`config.mk`:
```
export PLATFORM = sky130hd
export DESIGN_NAME = fetch_sequencer
export DESIGN_NICKNAME = d
export VERILOG_FILES = /design/src/rtl/fetch_sequencer.sv
export SDC_FILE = /design/constraint.sdc
export NUM_CORES = 1
export LEC_CHECK = 0
export ABC_AREA = 1
export CAP_MARGIN = 20
export CORE_MARGIN = 10
export CORE_UTILIZATION = 50
export DETAILED_ROUTE_END_ITERATION = 12
export GPL_TIMING_DRIVEN = 0
export PLACE_DENSITY_LB_ADDON = 0.2
export SYNTH_ARGS = -nofsm -noshare
export SYNTH_HDL_FRONTEND = slang
export SYNTH_SLANG_ARGS = --single-unit
```
`constraint.sdc`:
```
create_clock -name clk -period 3.85 [get_ports clk]
set_input_delay 0.77 -clock clk [delete_from_list [all_inputs] [get_ports clk]]
set_output_delay 0.77 -clock clk [all_outputs]
set_load 0.005 [all_outputs]
```
`src/rtl/fetch_sequencer.sv`:
```
// PC owner and instruction-memory fetch handshake for the five-stage core.
// Applies branch/flush redirects, buffers one word across stalls, and builds the stall vector.
module fetch_sequencer #(
    parameter int unsigned ADDR_W = 32,
    parameter logic [ADDR_W-1:0] RESET_PC = '0
) (
    input  logic              clk,
    input  logic              rst,
    input  logic              i_stall_req_id,
    input  logic              i_stall_req_ex,
    input  logic              i_branch_flag,
    input  logic [ADDR_W-1:0] i_branch_target,
    input  logic              i_flush,
    input  logic [ADDR_W-1:0] i_flush_target,
    input  logic              i_imem_ack,
    input  logic [31:0]       i_imem_rdata,
    output logic [ADDR_W-1:0] o_pc,
    output logic              o_ce,
    output logic              o_imem_req,
    output logic              o_inst_valid,
    output logic [31:0]       o_inst,
    output logic [5:0]        o_stall
);

    typedef enum logic [1:0] {StIdle, StFetch, StHold, StDrain} state_e;

    state_e            r_state;
    logic [ADDR_W-1:0] r_pc;
    logic [ADDR_W-1:0] r_pending_pc;
    logic [31:0]       r_inst_buf;
    logic              r_outstanding;

    logic              w_hold;
    logic              w_redirect;
    logic [ADDR_W-1:0] w_target;
    logic [ADDR_W-1:0] w_pc_inc;
    logic              w_req;
    logic              w_busy;

    assign w_hold     = i_stall_req_id | i_stall_req_ex;
    assign w_redirect = i_flush | i_branch_flag;
    assign w_target   = i_flush ? i_flush_target : i_branch_target;
    assign w_pc_inc   = r_pc + ADDR_W'(4);

    // Once raised, the request is held until ack even if a stall arrives meanwhile.
    always_comb begin
        w_req = 1'b0;
        unique case (r_state)
            StFetch: w_req = r_outstanding | ~w_hold;
            StDrain: w_req = 1'b1;
            default: w_req = 1'b0;
        endcase
    end

    always_comb begin
        o_inst_valid = 1'b0;
        o_inst       = 32'h0;
        if (r_state == StFetch && w_req && i_imem_ack && !w_redirect && !w_hold) begin
            o_inst_valid = 1'b1;
            o_inst       = i_imem_rdata;
        end else if (r_state == StHold && !w_redirect && !w_hold) begin
            o_inst_valid = 1'b1;
            o_inst       = r_inst_buf;
        end
    end

    assign w_busy = (w_req & ~i_imem_ack) | (r_state == StHold) | (r_state == StDrain);

    always_comb begin
        o_stall = 6'b0;
        if (!i_flush) begin
            o_stall[0] = w_busy | w_hold;
            o_stall[1] = w_busy | w_hold;
            o_stall[2] = w_hold;
            o_stall[3] = i_stall_req_ex;
        end
    end

    assign o_pc       = r_pc;
    assign o_ce       = (r_state != StIdle);
    assign o_imem_req = w_req;

    always_ff @(posedge clk) begin
        if (rst) begin
            r_state       <= StIdle;
            r_pc          <= RESET_PC;
            r_pending_pc  <= '0;
            r_inst_buf    <= 32'h0;
            r_outstanding <= 1'b0;
        end else begin
            unique case (r_state)
                StIdle: r_state <= StFetch;
                StFetch: begin
                    if (w_req && i_imem_ack) begin
                        r_outstanding <= 1'b0;
                        if (w_redirect) begin
                            r_pc <= w_target;
                        end else if (w_hold) begin
                            r_inst_buf <= i_imem_rdata;
                            r_pc       <= w_pc_inc;
                            r_state    <= StHold;
                        end else begin
                            r_pc <= w_pc_inc;
                        end
                    end else if (w_req) begin
                        r_outstanding <= 1'b1;
                        if (w_redirect) begin
                            r_pending_pc <= w_target;
                            r_state      <= StDrain;
                        end
                    end else if (w_redirect) begin
                        r_pc <= w_target;
                    end
                end
                StHold: begin
                    if (w_redirect) begin
                        r_inst_buf <= 32'h0;
                        r_pc       <= w_target;
                        r_state    <= StFetch;
                    end else if (!w_hold) begin
                        r_state <= StFetch;
                    end
                end
                StDrain: begin
                    // The in-flight word belongs to the old path; only its ack matters.
                    if (i_imem_ack) begin
                        r_outstanding <= 1'b0;
                        r_pc          <= w_redirect ? w_target : r_pending_pc;
                        r_state       <= StFetch;
                    end else if (w_redirect) begin
                        r_pending_pc <= w_target;
                    end
                end
                default: r_state <= StIdle;
            endcase
        end
    end

endmodule
```
==> results of run 1 <==
layer usage:
layer | up-vias | wire length [um] | share of wire [%]
met2 | 506 | 12300 | 44
met1 | 3972 | 11500 | 41
met3 | 64 | 3010 | 11
met4 | 0 | 945 | 3.4
li1 | 4149 | - | -
met5 | - | 0 | 0
worst min-delay path: stages, from the launching register on:
cell     delay (ns)
dfxtp_1        0.31
nand2_1        0.06
a21oi_1        0.05
area by class of cell:
class | instances | area, um2
multi-input combinational | 881 | 4100
timing repair buffer | 174 | 1740
clock inverter | 3 | 46.3
buffer | 79 | 419
fill | 1233 | 4210
tap | 176 | 220
clock buffer | 12 | 267
sequential | 99 | 1980
inverter | 68 | 259
worst min path at each step:
| stage | to | cells after the start | startpoint | slack [ns] |
|---|---|---|---|---|
| CTS | r_inst_buf[7] | 2 | r_inst_buf[7] | 0.46 |
| floorplan | r_pending_pc[0] | 2 | r_pending_pc[0] | 0.44 |
| detailed placement | r_inst_buf[7] | 2 | r_inst_buf[7] | 0.45 |
| global placement | r_inst_buf[24] | 2 | r_inst_buf[24] | 0.45 |
| finish | r_inst_buf[7] | 2 | r_inst_buf[7] | 0.46 |
| global route | r_inst_buf[22] | 2 | r_inst_buf[22] | 0.48 |
Yosys cell counts (4+ instances only):
library cell / number / area (um2)
nand2_1: 264 / 991
nor2_1: 170 / 638
a21oi_1: 134 / 671
nand3_1: 109 / 546
dfxtp_1: 99 / 1980
o21ai_0: 90 / 450
inv_1: 61 / 229
nand4_1: 41 / 257
clkbuf_1: 32 / 120
buf_2: 28 / 140
a31oi_1: 11 / 68.8
nor3_1: 8 / 40.0
buf_4: 7 / 52.6
buf_6: 7 / 78.8
buf_1: 6 / 22.5
o21ai_1: 6 / 30.0
inv_2: 5 / 18.8
nand2_2: 5 / 31.3
o21bai_1: 4 / 30.0
power groups by stage:
stage | registers [W] | clock network, W | logic, W
2_1_floorplan | 0.00121 | 0 | 0.000500
3_3_place_gp | 0.00124 | 0 | 0.000898
3_5_place_dp | 0.00124 | 0 | 0.000907
4_1_cts | 0.00122 | 0.000971 | 0.000912
5_1_grt | 0.00124 | 0.00101 | 0.00101
6_report | 0.00123 | 0.000981 | 0.000934
kinds of logic (layout without fill, tap and decap cells):
logic type      count (synthesis)  in the layout  share of synthesized area, %
other cells                     1              2                        0.0556
flops                          99             99                          29.4
simple gates                  611            611                          39.0
buf+inv                       148            336                          9.93
compound gates                267            267                          21.4
fa+ha+maj                       1              1                         0.186
registers in the layout, summed over array words and instances, names as in the netlist:
name and count:
r_inst_buf 32, r_pending_pc 32, o_pc 32, r_outstanding 1
r_state 2
cells in the final DEF, fill, tap and decap left out, types with 9 or more instances in the layout:
| master | Yosys | routed |
|---|---|---|
| nand2_1 | 264 | 264 |
| clkdlybuf4s50_1 | 0 | 172 |
| nor2_1 | 170 | 170 |
| a21oi_1 | 134 | 134 |
| nand3_1 | 109 | 109 |
| dfxtp_1 | 99 | 99 |
| o21ai_0 | 90 | 90 |
| inv_1 | 61 | 61 |
| nand4_1 | 41 | 41 |
| buf_2 | 28 | 29 |
| clkbuf_1 | 32 | 27 |
| a31oi_1 | 11 | 11 |
| buf_4 | 7 | 9 |
| clkbuf_16 | 0 | 9 |
per-stage QoR:
stage	total power [W]	util, %	hold slack (ns)
3_5_place_dp	0.00215	65.6	0.451
5_1_grt	0.00327	68.2	0.480
2_1_floorplan	0.00172	-	0.439
3_3_place_gp	0.00214	65.6	0.448
6_report	0.00314	68.2	0.460
4_1_cts	0.00310	68.0	0.461
timing repair:
action	4_1_cts	5_1_grt
gates resized for setup	5	4
hold buffers	0	0
pin swaps	0	1
endpoints found under the setup margin	33	34
buffers inserted	0	2
==> out/qor.txt, run 1 <==
met1 Use GR - 38.4%
antenna viol nets, final - 0
crit start category - input pin
CTS tree - done
Post-Syn Area per Cell - 5.98 um2
P_leak - 3.63 nW
final cell area excluding filler cells - 9030 um2
Post-synth EDFFs - 0
DR DRC count - 0
number of synthesized register bits - 99
Clock Power Share - 31.2%
fmax - 264 MHz
gr ovfl total - 0
Min-Delay Path Class - register to register
WP data required - 3.08 ns
Crit Path Category - input pin to primary output
Reg2Reg Depth - 6
Worst Setup SP - i_stall_req_ex
slowest stage delay, CP - 0.52 ns
Final Hold Fails - 0
starting density of the core - 50.9%
final setup TNS - 0 ns
# port buffers - 172
CTS Buffer Depth - 2
internal reg-to-reg setup slack - 1.65 ns
diode count - 0
Setup crit end - o_inst[2]
Die Span Y - 136 um
Post-Layout Cell Count - 1492
WP buf/inv - 6
r2r startpoint - r_state[0]
crit-path leading delay family - buffers and inverters
Slew Viols, Final - 0
power per cell area - 348 nW/um2
crit path cell chain - clkdlybuf4s50_1 > inv_1 > nand2_1 > inv_1 > clkbuf_1 > buf_2 > nand3_1 > nand2_1 > clkdlybuf4s50_1
fraction of layout cells with a size suffix above 1 - 6.99%
vias in the first global route - 8013
Worst slew margin - 50.8%
Post-Syn Area - 6740 um2
Post-DP Area - 8690 um2
cell row count - 42
Sequential Power Share - 39.0%
Cell variety after synth - 42
Syn. warnings - 0
first-pass GRT wire length - 43200 um
die area - 18500 um2
final WL - 27800 um
WL per Instance - 18.6 um
logic gate share of total power - 29.7%
met2 usage - 44.8%
reg2reg end - o_pc[15]
GRT Resource Usage Total - 29.1%
# clock sinks - 99
HPWL Detailed - 20700 um
most common flop cell mapped by yosys - dfxtp_1
Net Sw Frac - 34.2%
Critical Path End Type - primary output
slowest cell on the critical path - clkdlybuf4s50_1
post-synthesis sequential area ratio - 29.4%
unrepaired setup endpoints after global routing - yes
CTS root buffer - clkbuf_16
Crit path depth - 9
worst slack at placement - -0.0910 ns
Switch Pwr - 0.00107 W
area grow syn2layout - 33.9%
Post-Route Skew - 0.00881 ns
GR Util met3 - 7.23%
final setup margin - 0.0633 ns
H-tree lvl count - 3
pin count of the biggest net entering global routing - 17
Max VDD drop - 0.275 mV
GRT Max-Usage Layer - met2
DR vias - 8691
DRT Pass-1 Iters - 5
final worst-path cycle share - 98.4%
Synth Instances - 1127
Die Wd - 136 um
clock latency on the worst-skew pair - 0.36 ns
DR iter-0 viols - 1108
status - finished, final reports clean
GPL Wtd Cong - 0.985
Arr. time, crit path - 3.02 ns
NumNets Final - 1416
worst slew pin tran - 0.738 ns
Clock transition at path regs - 0.07 ns
number of cells after detailed placement - 1476
Max-Cap Viols - 0
core area - 13200 um2
Worst Path Max Fanout - 10
final worst path period need - 3.79 ns
initial antenna violation count - 0
CTS Buf Count - 9
IO Pins - 176
Pint - 0.00207 W
Setup Viol. Count Final - 0
via/cell ratio - 5.83
share of flip-flops with an asynchronous set or reset - 0%
Note: power is estimated with default switching activity, not from simulation.
==> run 2, diff against run 1 <==
--- a/config.mk
+++ b/config.mk
@@ -10,4 +10,5 @@
 export CORE_MARGIN = 10
 export CORE_UTILIZATION = 50
+export CTS_BUF_LIST = sky130_fd_sc_hd__clkbuf_2 sky130_fd_sc_hd__clkbuf_4 sky130_fd_sc_hd__clkbuf_8
 export DETAILED_ROUTE_END_ITERATION = 12
 export GPL_TIMING_DRIVEN = 0
==> constraint.sdc (replaced) <==
create_clock -name clk -period 3.85 [get_ports clk]
set_input_delay 0.77 -clock clk [delete_from_list [all_inputs] [get_ports clk]]
set_output_delay 0.77 -clock clk [all_outputs]
set_load 0.02 [all_outputs]
==> run 2 against run 1 <==
Against the previous run: worst setup slack gained 0.040 ns; maximum frequency up 1.1%; non-clock buffer count increased by 2; critical path depth rose by 1; global-route usage about the same; total power shrank 5.5%; sequential share of layout area up 0.20 points; utilization down 0.60 points; worst hold slack improved by 0.0034 ns.
==> out/qor.txt, run 2 (synthesized netlist as in run 1, its figures left out) <==
final worst-path cycle share - 97.3% (-1.0 points)
# clock sinks - 99 (unchanged)
Post-Route Skew - 0.0110 ns (+0.00219 ns)
DRT Pass-1 Iters - 7 (+2)
WL per Instance - 18.6 um (-0.11%)
Min-Delay Path Class - register to register
Arr. time, crit path - 2.98 ns (-0.04 ns)
final WL - 27800 um (about the same)
die area - 18500 um2 (unchanged)
Final Hold Fails - 0 (unchanged)
Clock Power Share - 25.0% (-6.2 points)
first-pass GRT wire length - 43100 um (-0.21%)
# port buffers - 172 (unchanged)
Switch Pwr - 0.00110 W (+2.7%)
Post-DP Area - 8690 um2 (unchanged)
core area - 13200 um2 (unchanged)
antenna viol nets, final - 0 (unchanged)
most common cell after layout, fill and taps aside - nand2_1
crit start category - input pin
met1 Use GR - 38.4% (+0.044 points)
gr ovfl total - 0 (unchanged)
HPWL Detailed - 20700 um (unchanged)
Die Span Y - 136 um (unchanged)
slowest cell on the critical path - clkdlybuf4s50_1
H-tree lvl count - 3 (unchanged)
status - finished, final reports clean
Post-Layout Cell Count - 1494 (+0.13%)
met2 usage - 44.9% (about the same)
fraction of layout cells with a size suffix above 1 - 7.28% (+0.29 points)
IO Pins - 176 (unchanged)
GRT Resource Usage Total - 29.1% (-0.038 points)
DR iter-0 viols - 1066 (-3.8%)
NumNets Final - 1418 (+0.14%)
CTS root buffer - clkbuf_8
WP data required - 3.08 ns (about the same)
worst slew pin tran - 0.770 ns (+0.0321 ns)
starting density of the core - 50.9% (unchanged)
Critical Path End Type - primary output
GPL Wtd Cong - 0.985 (unchanged)
initial antenna violation count - 0 (unchanged)
CTS Buffer Depth - 2 (unchanged)
diode count - 0 (unchanged)
vias in the first global route - 8029 (+0.20%)
Worst Path Max Fanout - 10 (unchanged)
Pwr Total - 0.00297 W (-5.5%)
P_leak - 3.65 nW (+0.62%)
CTS Buf Count - 9 (unchanged)
Pint - 0.00187 W (-9.7%)
final cell area excluding filler cells - 8950 um2 (-0.89%)
CTS Hold Buffers Added - 0 (unchanged)
Max-Cap Viols - 0 (unchanged)
worst hold slack - 0.464 ns (+0.00343 ns)
power per cell area - 332 nW/um2 (-4.6%)
Setup Viol. Count Final - 0 (unchanged)
CTS tree - done
final setup margin - 0.103 ns (+0.0401 ns)
worst slack at placement - -0.193 ns (-0.102 ns)
number of cells after detailed placement - 1476 (unchanged)
logic gate share of total power - 33.8% (+4.1 points)
Worst slew margin - 48.7% (-2.1 points)
final worst path period need - 3.75 ns (-0.0401 ns)
Max VDD drop - 0.263 mV (-4.2%)
DR vias - 8725 (+0.39%)
crit path cell chain - clkdlybuf4s50_1 > inv_1 > nand2_1 > a21oi_4 > nand2_2 > clkinv_2 > clkbuf_4 > nand3_1 > nand2_1 > clkdlybuf4s50_1
Net Sw Frac - 37.1% (+3.0 points)
fmax - 267 MHz (+1.1%)
cell row count - 42 (unchanged)
clock latency on the worst-skew pair - 0.40 ns (+0.04 ns)
Slew Viols, Final - 0 (unchanged)
Clock transition at path regs - 0.09 ns (+0.02 ns)
Die Wd - 136 um (unchanged)
area grow syn2layout - 32.7%
GR Util met3 - 7.27% (+0.037 points)
pin count of the biggest net entering global routing - 17 (unchanged)
via/cell ratio - 5.84 (+0.26%)
GRT Max-Usage Layer - met2
slowest stage delay, CP - 0.61 ns (+0.09 ns)
Sequential Power Share - 41.3% (+2.3 points)
Crit Path Category - input pin to primary output
DR DRC count - 0 (unchanged)
commonest non-fill, non-tap cells in the layout - nand2_1, nor2_1, clkdlybuf4s50_1
## run 2: cell types whose count changed in the layout (fill, tap and decap cells not counted), sizes merged
cell / delta
clkinvlp: -1
buf: +2
dlymetal6s2s: +1
dlygate4sd2: +6
clkinv: +1
clkdlybuf4s50: -7
## run 2: area by class of cell
class | instances | area, um2
Clock inverter | 3 | 46.3
Inverter | 68 | 256
Buffer | 79 | 430
Tap cell | 176 | 220
Fill cell | 1262 | 4290
Timing Repair Buffer | 176 | 1750
Clock buffer | 12 | 165
Multi-Input combinational cell | 881 | 4100
Sequential cell | 99 | 1980
## run 2: power groups by stage
| stage | Sequential [W] | Clock (W) | Combinational [W] |
|---|---|---|---|
| after floorplan | 0.00127 | 0 | 0.000510 |
| after global placement | 0.00124 | 0 | 0.000964 |
| after detailed placement | 0.00124 | 0 | 0.000973 |
| after CTS | 0.00122 | 0.000741 | 0.000978 |
| after global routing | 0.00124 | 0.000781 | 0.00108 |
| final | 0.00123 | 0.000741 | 0.00100 |
## run 2: metal layers
metal | share of wire, % | wire length [um]
met5 | 0 | 0
met4 | 3.5 | 985
met3 | 11 | 2930
met2 | 45 | 12400
met1 | 41 | 11400
## run 2: final timing paths
check / startpoint / end / slack [ns] / cells after the start
min reg2reg: r_inst_buf[7] / r_inst_buf[7] / 0.46 / 2
max: i_stall_req_ex / o_inst[13] / 0.10 / 10
max reg2reg: r_state[0] / o_pc[15] / 1.61 / 6
min: r_inst_buf[7] / r_inst_buf[7] / 0.46 / 2
## run 2: through the flow
stage	utilization (%)	TNS, ns
after floorplan	-	0
after detailed placement	65.6	-5.07
after global routing	67.6	-0.000110
after CTS	67.3	0
final	67.6	0
after global placement	65.6	-5.61
## run 2: timing repair
action	in CTS	in global routing
buffers inserted	0	4
resized for setup	16	8
pin swaps	0	2
setup endpoints to repair	35	29
## run 2: worst max-delay path, delay by kind of cell
kind | cells | cell delay (ns)
compound gates | 1 | 0.25
simple gates | 4 | 0.46
buf+inv | 5 | 1.50
==> run 3, diff against run 2 <==
CTS_CLUSTER_SIZE = 16   (was not set)
PLACE_DENSITY = 0.91   (was not set)
PLACE_DENSITY_LB_ADDON = not set   (was 0.2)
==> run 3 against run 2 <==
Against the previous run: sequential power is essentially flat; count of clock-buffer cells in the layout unchanged; combinational power is essentially flat; die area unchanged; flip-flop and latch count unchanged.
==> out/qor.txt, run 3 (synthesized netlist as in run 1, its figures left out) <==
commonest non-fill, non-tap cells in the layout - nand2_1, nor2_1, clkdlybuf4s50_1
NumNets Final - 1416 (-0.14%)
CTS Hold Buffers Added - 0 (unchanged)
IO Pins - 176 (unchanged)
CTS root buffer - clkbuf_8
crit start category - input pin
GPL Wtd Cong - 1.02 (+3.3%)
Die Span Y - 136 um (unchanged)
final WL - 28200 um (+1.6%)
first-pass GRT wire length - 43600 um (+1.3%)
GRT Resource Usage Total - 29.5% (+0.42 points)
worst slew pin tran - 0.832 ns (+0.0618 ns)
CTS tree - done
DRT Pass-1 Iters - 6 (-1)
hold_sp - r_inst_buf[31]
reg2reg end - o_pc[15]
Final Hold Fails - 0 (unchanged)
cell row count - 42 (unchanged)
pin count of the biggest net entering global routing - 17 (unchanged)
Die Wd - 136 um (unchanged)
Post-Route Skew - 0.0123 ns (+0.00132 ns)
core area - 13200 um2 (unchanged)
Max-Cap Viols - 0 (unchanged)
Max VDD drop - 0.294 mV (+12%)
Multi-input gate area - 4100 um2 (unchanged)
status - finished, final reports clean
final worst-path cycle share - 97.2% (-0.11 points)
power per cell area - 327 nW/um2 (-1.4%)
fillers - 1252 (-0.79%)
Worst slew margin - 44.5% (-4.1 points)
final worst path period need - 3.74 ns (-0.00421 ns)
Setup Viol. Count Final - 0 (unchanged)
HPWL Detailed - 21200 um (+2.5%)
H-tree lvl count - 3 (unchanged)
fraction of layout cells with a size suffix above 1 - 7.21% (-0.070 points)
DR vias - 8777 (+0.60%)
P_leak - 3.75 nW (+2.8%)
DR DRC count - 0 (unchanged)
Pwr Total - 0.00292 W (-1.5%)
most common cell after layout, fill and taps aside - nand2_1
number of cells after detailed placement - 1476 (unchanged)
Reg2Reg Depth - 6 (unchanged)
Arr. time, crit path - 2.97 ns (about the same)
diode count - 0 (unchanged)
gr ovfl total - 0 (unchanged)
Post-Layout Cell Count - 1493 (-0.067%)
Slew Viols, Final - 0 (unchanged)
# port buffers - 172 (unchanged)
worst hold slack - 0.466 ns (+0.00296 ns)
starting density of the core - 50.9% (unchanged)
area grow syn2layout - 32.6% (about the same)
antenna viol nets, final - 0 (unchanged)
vias in the first global route - 8329 (+3.7%)
# clock sinks - 99 (unchanged)
Worst Setup SP - i_imem_ack
Worst Path Max Fanout - 10 (unchanged)
WP data required - 3.08 ns (about the same)
Clock transition at path regs - 0.11 ns (+0.02 ns)
internal reg-to-reg setup slack - 1.68 ns (+0.07 ns)
initial antenna violation count - 0 (unchanged)
Final Util - 67.5% (about the same)
clock latency on the worst-skew pair - 0.40 ns (about the same)
WHS Path Cells - 2 (unchanged)
Min-Delay Path Class - register to register
via/cell ratio - 5.88 (+0.66%)
CTS Buffer Depth - 2 (unchanged)
r2r startpoint - r_state[0]
Seq. cell area - 1980 um2 (unchanged)
fmax - 267 MHz (+0.11%)
WL per Instance - 18.9 um (+1.7%)
Worst Hold Endpoint - r_inst_buf[31]
die area - 18500 um2 (unchanged)
CTS Buf Count - 9 (unchanged)
Crit Path Category - input pin to primary output
DR iter-0 viols - 938 (-12%)
Critical Path End Type - primary output
## run 3: changes by cell type in the layout (fill, tap and decap cells not counted)
cell,previous run,this run
buf_2,28,30
buf_4,12,9
bufinv_16,1,0
clkbuf_2,4,1
clkbuf_4,3,6
clkbuf_8,12,11
clkdlybuf4s50_1,165,162
clkinvlp_4,1,2
dlygate4sd2_1,6,1
dlymetal6s2s_1,1,9
inv_6,0,1
## run 3: worst max-delay path, cell delays in order
cell and delay [ns]:
clkdlybuf4s50_1 0.60, nand2_2 0.10, a21oi_4 0.15, nand2_2 0.13, clkinv_2 0.17, buf_2 0.24, nand3_1 0.11, nand2_1 0.07
clkdlybuf4s50_1 0.61
## run 3: timing repair
item,in CTS,in global routing
pin swaps,0,2
cloned,0,0
gates resized for setup,11,19
endpoints found under the setup margin,35,31
buffers inserted,0,2
## run 3: layout make-up
type / instances / share of cell area [%]
Clock buffer: 12 / 1.78
Sequential cell: 99 / 22.2
Buffer: 79 / 4.84
Clock inverter: 4 / 0.364
Timing Repair Buffer: 174 / 19.7
Multi-Input combinational cell: 881 / 45.9
Tap cell: 176 / 2.46
Inverter: 68 / 2.87
## run 3: metal layers
metal	wire (um)	GRT usage, %	vias to the layer above
met5	0	0	-
met2	13000	47.7	526
met1	10900	35.6	4010
met4	1440	14.7	0
li1	-	-	4146
met3	2830	7.68	95
## run 3: power by group
group	leakage [nW]	internal [W]	switching [W]
Sequential	0.811	0.00112	0.000113
Clock	0.0926	0.000282	0.000411
Combinational	2.85	0.000397	0.000604
Total	3.75	0.00180	0.00113
## run 3: worst max-delay path by stage
stage	to	slack (ns)	depth (start not counted)
floorplan	o_stall[1]	1.12	8
global placement	o_inst[1]	-0.19	8
detailed placement	o_inst[7]	-0.20	8
CTS	o_inst[1]	0.003	9
global route	o_inst[4]	-0.005	10
finish	o_inst[21]	0.11	9
## run 3: per-stage QoR
stage,setup slack [ns],instance area (um2),setup TNS (ns)
floorplan,1.12,6750,0
global placement,-0.186,8690,-5.08
detailed placement,-0.201,8690,-5.61
CTS,0.00313,8890,0
global route,-0.00470,8940,-0.00940
finish,0.108,8940,0
